===== src/rtl/mem_port_arbiter_if.sv =====
// Bundle of requester (fetch / load-store) and unified memory port signals.
// slave = arbiter side, master = the requesters and memory around it.
interface mem_port_arbiter_if #(
   parameter int AW = 32,
   parameter int DW = 32
);
   logic          if_req;
   logic [AW-1:0] if_addr;
   logic          if_gnt;
   logic          if_rvalid;
   logic [DW-1:0] if_rdata;

   logic            d_req;
   logic            d_we;
   logic [AW-1:0]   d_addr;
   logic [DW-1:0]   d_wdata;
   logic [DW/8-1:0] d_be;
   logic            d_gnt;
   logic            d_rvalid;
   logic [DW-1:0]   d_rdata;

   logic            mem_req;
   logic            mem_we;
   logic [AW-1:0]   mem_addr;
   logic [DW-1:0]   mem_wdata;
   logic [DW/8-1:0] mem_be;
   logic            mem_gnt;
   logic            mem_rvalid;
   logic [DW-1:0]   mem_rdata;

   modport slave (
      input  if_req, if_addr,
      output if_gnt, if_rvalid, if_rdata,
      input  d_req, d_we, d_addr, d_wdata, d_be,
      output d_gnt, d_rvalid, d_rdata,
      output mem_req, mem_we, mem_addr, mem_wdata, mem_be,
      input  mem_gnt, mem_rvalid, mem_rdata
   );

   modport master (
      output if_req, if_addr,
      input  if_gnt, if_rvalid, if_rdata,
      output d_req, d_we, d_addr, d_wdata, d_be,
      input  d_gnt, d_rvalid, d_rdata,
      input  mem_req, mem_we, mem_addr, mem_wdata, mem_be,
      output mem_gnt, mem_rvalid, mem_rdata
   );
endinterface


===== src/rtl/mem_port_arbiter.sv =====
// Shares one memory port between instruction fetch and load/store.
// Data has priority; a saturating starvation counter forces a fetch grant.
module mem_port_arbiter #(
   parameter int AW         = 32,
   parameter int DW         = 32,
   parameter int STARVE_MAX = 4
) (
   input  logic              clk,
   input  logic              rst_n,
   mem_port_arbiter_if.slave bus,
   output logic              busy
);
   localparam int BW = DW / 8;

   localparam logic [1:0] IDLE  = 2'd0;
   localparam logic [1:0] ISSUE = 2'd1;
   localparam logic [1:0] WAIT  = 2'd2;

   localparam logic OWN_I = 1'b0;
   localparam logic OWN_D = 1'b1;

   localparam logic [3:0] STARVE_LIM = 4'(STARVE_MAX);

   logic [1:0]    state;
   logic          owner;
   logic [3:0]    starve_cnt;

   logic          mem_req_q;
   logic          mem_we_q;
   logic [AW-1:0] mem_addr_q;
   logic [DW-1:0] mem_wdata_q;
   logic [BW-1:0] mem_be_q;

   logic          if_rvalid_q, d_rvalid_q;
   logic [DW-1:0] if_rdata_q, d_rdata_q;

   logic          idle, grant_i, grant_d, capture;

   // Fetch only beats a pending data request once it has lost STARVE_MAX times.
   always_comb begin
      idle    = (state == IDLE);
      grant_d = idle && bus.d_req && !(bus.if_req && (starve_cnt == STARVE_LIM));
      grant_i = idle && bus.if_req && !grant_d;
      capture = ((state == ISSUE) && bus.mem_gnt && bus.mem_rvalid) ||
                ((state == WAIT)  && bus.mem_rvalid);
   end

   always_ff @(posedge clk or negedge rst_n) begin
      if (!rst_n) begin
         state     <= IDLE;
         mem_req_q <= 1'b0;
      end else begin
         case (state)
            IDLE: begin
               if (grant_i || grant_d) begin
                  state     <= ISSUE;
                  mem_req_q <= 1'b1;
               end
            end
            ISSUE: begin
               // rvalid without gnt is not a response to our request
               if (bus.mem_gnt) begin
                  mem_req_q <= 1'b0;
                  state     <= bus.mem_rvalid ? IDLE : WAIT;
               end
            end
            WAIT: begin
               if (bus.mem_rvalid) state <= IDLE;
            end
            default: begin
               state     <= IDLE;
               mem_req_q <= 1'b0;
            end
         endcase
      end
   end

   always_ff @(posedge clk or negedge rst_n) begin
      if (!rst_n) begin
         starve_cnt <= 4'd0;
      end else if (grant_i) begin
         starve_cnt <= 4'd0;
      end else if (grant_d && bus.if_req && (starve_cnt < STARVE_LIM)) begin
         starve_cnt <= starve_cnt + 4'd1;
      end
   end

   // Request attributes are only loaded on a grant, so they stay frozen in ISSUE.
   always_ff @(posedge clk or negedge rst_n) begin
      if (!rst_n) begin
         owner       <= OWN_I;
         mem_we_q    <= 1'b0;
         mem_addr_q  <= '0;
         mem_wdata_q <= '0;
         mem_be_q    <= '0;
      end else if (grant_d) begin
         owner       <= OWN_D;
         mem_we_q    <= bus.d_we;
         mem_addr_q  <= bus.d_addr;
         mem_wdata_q <= bus.d_wdata;
         mem_be_q    <= bus.d_be;
      end else if (grant_i) begin
         owner       <= OWN_I;
         mem_we_q    <= 1'b0;
         mem_addr_q  <= bus.if_addr;
         mem_wdata_q <= '0;
         mem_be_q    <= '1;
      end
   end

   always_ff @(posedge clk or negedge rst_n) begin
      if (!rst_n) begin
         if_rvalid_q <= 1'b0;
         d_rvalid_q  <= 1'b0;
         if_rdata_q  <= '0;
         d_rdata_q   <= '0;
      end else begin
         if_rvalid_q <= capture && (owner == OWN_I);
         d_rvalid_q  <= capture && (owner == OWN_D);
         if (capture && (owner == OWN_I)) if_rdata_q <= bus.mem_rdata;
         if (capture && (owner == OWN_D)) d_rdata_q  <= bus.mem_rdata;
      end
   end

   assign bus.if_gnt    = grant_i;
   assign bus.d_gnt     = grant_d;
   assign bus.if_rvalid = if_rvalid_q;
   assign bus.if_rdata  = if_rdata_q;
   assign bus.d_rvalid  = d_rvalid_q;
   assign bus.d_rdata   = d_rdata_q;
   assign bus.mem_req   = mem_req_q;
   assign bus.mem_we    = mem_we_q;
   assign bus.mem_addr  = mem_addr_q;
   assign bus.mem_wdata = mem_wdata_q;
   assign bus.mem_be    = mem_be_q;
   assign busy          = (state != IDLE);
endmodule

===== src/flat_wrapper.sv =====
// flat-port wrapper written by rule: the top's interface ports become plain ports
module mem_port_arbiter_flat 
#(
   parameter int AW         = 32,
   parameter int DW         = 32,
   parameter int STARVE_MAX = 4
)
  (clk, rst_n, busy, bus_if_req, bus_if_addr, bus_if_gnt, bus_if_rvalid, bus_if_rdata, bus_d_req, bus_d_we, bus_d_addr, bus_d_wdata, bus_d_be, bus_d_gnt, bus_d_rvalid, bus_d_rdata, bus_mem_req, bus_mem_we, bus_mem_addr, bus_mem_wdata, bus_mem_be, bus_mem_gnt, bus_mem_rvalid, bus_mem_rdata);
  mem_port_arbiter_if #(.AW(AW), .DW(DW)) bus_i ();
  input  logic clk;
  input  logic rst_n;
  output logic busy;
  input wire logic [$bits(bus_i.if_req)-1:0] bus_if_req;
  input wire logic [$bits(bus_i.if_addr)-1:0] bus_if_addr;
  output wire logic [$bits(bus_i.if_gnt)-1:0] bus_if_gnt;
  output wire logic [$bits(bus_i.if_rvalid)-1:0] bus_if_rvalid;
  output wire logic [$bits(bus_i.if_rdata)-1:0] bus_if_rdata;
  input wire logic [$bits(bus_i.d_req)-1:0] bus_d_req;
  input wire logic [$bits(bus_i.d_we)-1:0] bus_d_we;
  input wire logic [$bits(bus_i.d_addr)-1:0] bus_d_addr;
  input wire logic [$bits(bus_i.d_wdata)-1:0] bus_d_wdata;
  input wire logic [$bits(bus_i.d_be)-1:0] bus_d_be;
  output wire logic [$bits(bus_i.d_gnt)-1:0] bus_d_gnt;
  output wire logic [$bits(bus_i.d_rvalid)-1:0] bus_d_rvalid;
  output wire logic [$bits(bus_i.d_rdata)-1:0] bus_d_rdata;
  output wire logic [$bits(bus_i.mem_req)-1:0] bus_mem_req;
  output wire logic [$bits(bus_i.mem_we)-1:0] bus_mem_we;
  output wire logic [$bits(bus_i.mem_addr)-1:0] bus_mem_addr;
  output wire logic [$bits(bus_i.mem_wdata)-1:0] bus_mem_wdata;
  output wire logic [$bits(bus_i.mem_be)-1:0] bus_mem_be;
  input wire logic [$bits(bus_i.mem_gnt)-1:0] bus_mem_gnt;
  input wire logic [$bits(bus_i.mem_rvalid)-1:0] bus_mem_rvalid;
  input wire logic [$bits(bus_i.mem_rdata)-1:0] bus_mem_rdata;
  assign bus_i.if_req = bus_if_req;
  assign bus_i.if_addr = bus_if_addr;
  assign bus_if_gnt = bus_i.if_gnt;
  assign bus_if_rvalid = bus_i.if_rvalid;
  assign bus_if_rdata = bus_i.if_rdata;
  assign bus_i.d_req = bus_d_req;
  assign bus_i.d_we = bus_d_we;
  assign bus_i.d_addr = bus_d_addr;
  assign bus_i.d_wdata = bus_d_wdata;
  assign bus_i.d_be = bus_d_be;
  assign bus_d_gnt = bus_i.d_gnt;
  assign bus_d_rvalid = bus_i.d_rvalid;
  assign bus_d_rdata = bus_i.d_rdata;
  assign bus_mem_req = bus_i.mem_req;
  assign bus_mem_we = bus_i.mem_we;
  assign bus_mem_addr = bus_i.mem_addr;
  assign bus_mem_wdata = bus_i.mem_wdata;
  assign bus_mem_be = bus_i.mem_be;
  assign bus_i.mem_gnt = bus_mem_gnt;
  assign bus_i.mem_rvalid = bus_mem_rvalid;
  assign bus_i.mem_rdata = bus_mem_rdata;
  mem_port_arbiter #(.AW(AW), .DW(DW), .STARVE_MAX(STARVE_MAX)) u_core (.clk(clk), .rst_n(rst_n), .bus(bus_i), .busy(busy));
endmodule

===== config.mk =====
export PLATFORM = sky130hd
export DESIGN_NAME = mem_port_arbiter_flat
export DESIGN_NICKNAME = d
export VERILOG_FILES = /design/src/rtl/mem_port_arbiter_if.sv /design/src/rtl/mem_port_arbiter.sv /design/src/flat_wrapper.sv
export SDC_FILE = /design/constraint.sdc
export NUM_CORES = 1
export LEC_CHECK = 0
export BUFFER_PORTS_ARGS = -buffer_cell sky130_fd_sc_hd__buf_2
export CAP_MARGIN = 25
export CORE_ASPECT_RATIO = 1.5
export CORE_MARGIN = 3
export CORE_UTILIZATION = 33
export DETAILED_ROUTE_END_ITERATION = 7
export GPL_ROUTABILITY_DRIVEN = 0
export PLACE_DENSITY = 0.7
export SKIP_CTS_REPAIR_TIMING = 1
export SYNTH_ARGS = -nofsm -noshare
export SYNTH_HDL_FRONTEND = slang
export SYNTH_SLANG_ARGS = --single-unit

===== constraint.sdc =====
create_clock -name clk -period 1.8 [get_ports clk]
set_clock_uncertainty 0.15 [all_clocks]
set_input_delay 0 -clock clk [delete_from_list [all_inputs] [get_ports clk]]
set_output_delay 0 -clock clk [all_outputs]
set_load 0.01 [all_outputs]

==> run_results.csv <==
group,metric,value,unit
outcome,outcome,"finished with violations",
outcome,violations,"setup timing",
logic_synthesis,synth-async-reset-ratio,100,%
placed_design,dp.cells,940,
logic_synthesis,synth_edf_count,0,
sta,fin_crit,2.00,ns
sta,setup_ws,-0.200,ns
logic_synthesis,yosys_warnings,0,
global_route,grt_max_degree,44,
logic_synthesis,ys_seq_area_share,57.2,%
clock_tree,numCtsBuffers,17,
min_path,worstHoldPathCells,4,
finish,diodes,0,
logic_synthesis,synth_cell_types,32,
detailed_routing,ant_nets,0,
global_route,gr-total-overflow,0,
critical_path,r2r_end,"u_core.bus.mem_addr[9]",
finish,fin_cells,1144,
sta,slew_headroom,73.0,%
finish,fillerInstances,1498,
floorplanning,dieWidth,118,um
sta,drv_slew,0,
clock_tree,clockRootBuffer,"clkbuf_16",
critical_path,crit_type,"reg -> reg",
sta,fmax,500,MHz
placed_design,post-dp-hpwl,11800,um
detailed_routing,vias,5401,
global_route,grt_pass1_wl,25700,um
logic_synthesis,syn_area,6260,um2
detailed_routing,finalWirelength,21500,um
detailed_routing,dr.pass1.iters,4,
placed_design,port_buffers,277,
critical_path,reg2regPathDepth,5,
detailed_routing,viasPerCell,4.72,
critical_path,required,1.95,ns
critical_path,critPathMaxFanout,11,
finish,areaGrowthSynthToFinish,73.8,%
detailed_routing,wl_per_cell,18.8,um
global_route,first_global_vias,4756,
clock_tree,htreeDepth,4,
floorplanning,die_h,175,um
floorplanning,num_rows,61,
critical_path,critPathArrivalTime,2.15,ns
floorplanning,start_util,33.6,%
sta,tightest_slew,0.405,ns
detailed_routing,drc,0,
sta,fin_setup_tns,-9.23,ns
logic_synthesis,ys.flop_type,"dfrtp_1",
clock_tree,cts_buffer_depth,2,
min_path,hp-start,"bus_if_req",
critical_path,end_kind,"flip-flop",
job,cap_violations,0,
critical_path,startpoint_type,"flip-flop",
critical_path,reg2reg_from,"u_core.state[1]",
clock_tree,insertion_delay,0.41,ns
sta,min_period_over_period,111,%
global_route,antenna_found_initial,0,
detailed_routing,first_iter_violations,265,
finish,nets,1021,
pwr,p_leak,5.66,nW
logic_synthesis,syn_area_per_cell,15.0,um2
clock_tree,cts_sinks,143,
clock_tree,cts_tree,"yes",
floorplanning,coreArea,18600,um2
finish,drive_gt1_share,59.9,%
clock_tree,path_clk_slew,0.06,ns
pwr,irDropWorstVdd,0.591,mV
global_route,grtUsageTotal,15.7,%
floorplanning,ios,278,
logic_synthesis,synth_cells,418,
logic_synthesis,synth_nets,559,
pwr,power_density,1420,nW/um2
sta,rsz0062_at_grt,"true",
critical_path,r2r_slack,-0.20,ns
min_path,hold_class,"in -> reg",
logic_synthesis,ys_ff_latch,143,
floorplanning,dieArea,20700,um2
min_path,hold_end,"u_core.starve_cnt[0]",
sta,setup_violations,102,
sta,finalHoldViolCount,0,
flip-flops by register name, indices dropped and copies added (netlist names):
signal / cells
u_core.bus.d_rdata: 32
u_core.bus.d_rvalid: 1
u_core.bus.if_rdata: 32
u_core.bus.if_rvalid: 1
u_core.bus.mem_addr: 32
u_core.bus.mem_be: 4
u_core.bus.mem_req: 1
u_core.bus.mem_wdata: 32
u_core.bus.mem_we: 1
u_core.owner: 1
u_core.starve_cnt: 4
u_core.state: 2
per-stage QoR:
stage	instance area (um2)	util (%)	hold WS [ns]	power, mW	worst slack [ns]
after floorplan	6270	-	-0.446	8.46	-0.0721
after global placement	8090	43.4	-0.205	10.6	-0.0233
after detailed placement	8090	43.4	-0.206	10.7	-0.0500
after CTS	8670	46.6	-0.662	14.4	-0.407
after global routing	10900	58.4	0.0328	16.3	-0.252
final	10900	58.4	0.0189	15.5	-0.200
synthesized netlist by cell type, types with 2 or more instances:
cell / n / share of area, %
and3_1: 33 / 3.3
mux2i_1: 4 / 0.64
nand2_1: 3 / 0.18
inv_1: 9 / 0.54
a31o_2: 33 / 4.6
buf_6: 6 / 1.1
a21oi_2: 2 / 0.28
mux2_4: 62 / 15
nor2_1: 5 / 0.30
or3b_2: 2 / 0.28
o21ai_0: 4 / 0.32
ha_1: 2 / 0.40
buf_2: 9 / 0.72
buf_8: 2 / 0.48
nand2b_1: 2 / 0.20
a21oi_1: 3 / 0.24
clkbuf_1: 11 / 0.66
nor3b_1: 3 / 0.36
mux2_2: 66 / 12
nand3_1: 3 / 0.24
dfrtp_1: 143 / 57
how the worst max path moves through the flow:
stage / slack, ns / start / end / cells after the start
floorplan: -0.07 / u_core.state[1] / u_core.bus.mem_addr[0] / 5
global placement: -0.02 / u_core.state[0] / u_core.bus.if_rdata[1] / 5
detailed placement: -0.05 / u_core.state[0] / u_core.bus.if_rdata[28] / 5
CTS: -0.41 / u_core.state[1] / bus_if_gnt / 5
global route: -0.25 / u_core.state[1] / bus_if_gnt / 5
finish: -0.20 / u_core.state[1] / u_core.bus.mem_addr[9] / 5
cell usage in the layout, fill, tap and decap left out, drive strengths merged:
| master | n |
|---|---|
| or3b | 3 |
| ha | 2 |
| o21ai | 4 |
| a21oi | 5 |
| nor3b | 3 |
| buf | 321 |
| mux2i | 4 |
| a21boi | 1 |
| nand3 | 3 |
| clkinv | 5 |
| mux2 | 128 |
| o22a | 1 |
| nor3 | 1 |
| nand4b | 1 |
| nand2b | 2 |
| and3 | 33 |
| or2 | 1 |
| a211oi | 1 |
| a31o | 33 |
| o22ai | 1 |
| nand3b | 1 |
| inv | 16 |
| bufinv | 2 |
| clkbuf | 27 |
| nand2 | 4 |
| dfrtp | 143 |
| dlygate4sd3 | 141 |
| nor2 | 5 |
cell type report:
| cell class | instances | area (um2) | area share (%) |
|---|---|---|---|
| clock inverters | 14 | 155 | 1.43 |
| flip-flops and latches | 143 | 3580 | 32.9 |
| clock buffers | 17 | 425 | 3.91 |
| inverters | 9 | 33.8 | 0.311 |
| multi-input cells | 237 | 2740 | 25.2 |
| well taps | 252 | 315 | 2.90 |
| repair buffers | 472 | 3630 | 33.4 |
metal layers:
layer	up-vias	part of all wire (%)	global-route usage [%]
met2	221	54	27.2
met3	48	4.8	4.24
met1	2697	38	17.8
met5	-	0	0
met4	0	3.0	7.83
li1	2435	-	-
cell families after synthesis:
logic type | after synthesis | share of synthesized area (%)
flip-flops | 143 | 57.2
AO/OA/AOI/OAI | 46 | 5.94
adder cells (fa/ha/maj) | 2 | 0.400
multiplexers | 132 | 27.4
AND/OR/NAND/NOR | 57 | 5.54
buffers and inverters | 38 | 3.60
power by group:
group          internal (mW)  leakage [nW]  switching (mW)  total [mW]
sequential              4.60          1.74           0.802        5.40
combinational           3.87          3.63            2.69        6.56
clock                   2.07         0.292            1.47        3.54
total                   10.5          5.66            4.96        15.5
worst max-delay path: stages, from the launching register on:
cell	delay (ns)
dfrtp_1	0.41
or3b_4	0.45
buf_4	0.16
clkbuf_16	0.16
mux2_4	0.30
mux2_4	0.25
Power figures use the tool's default switching activity.
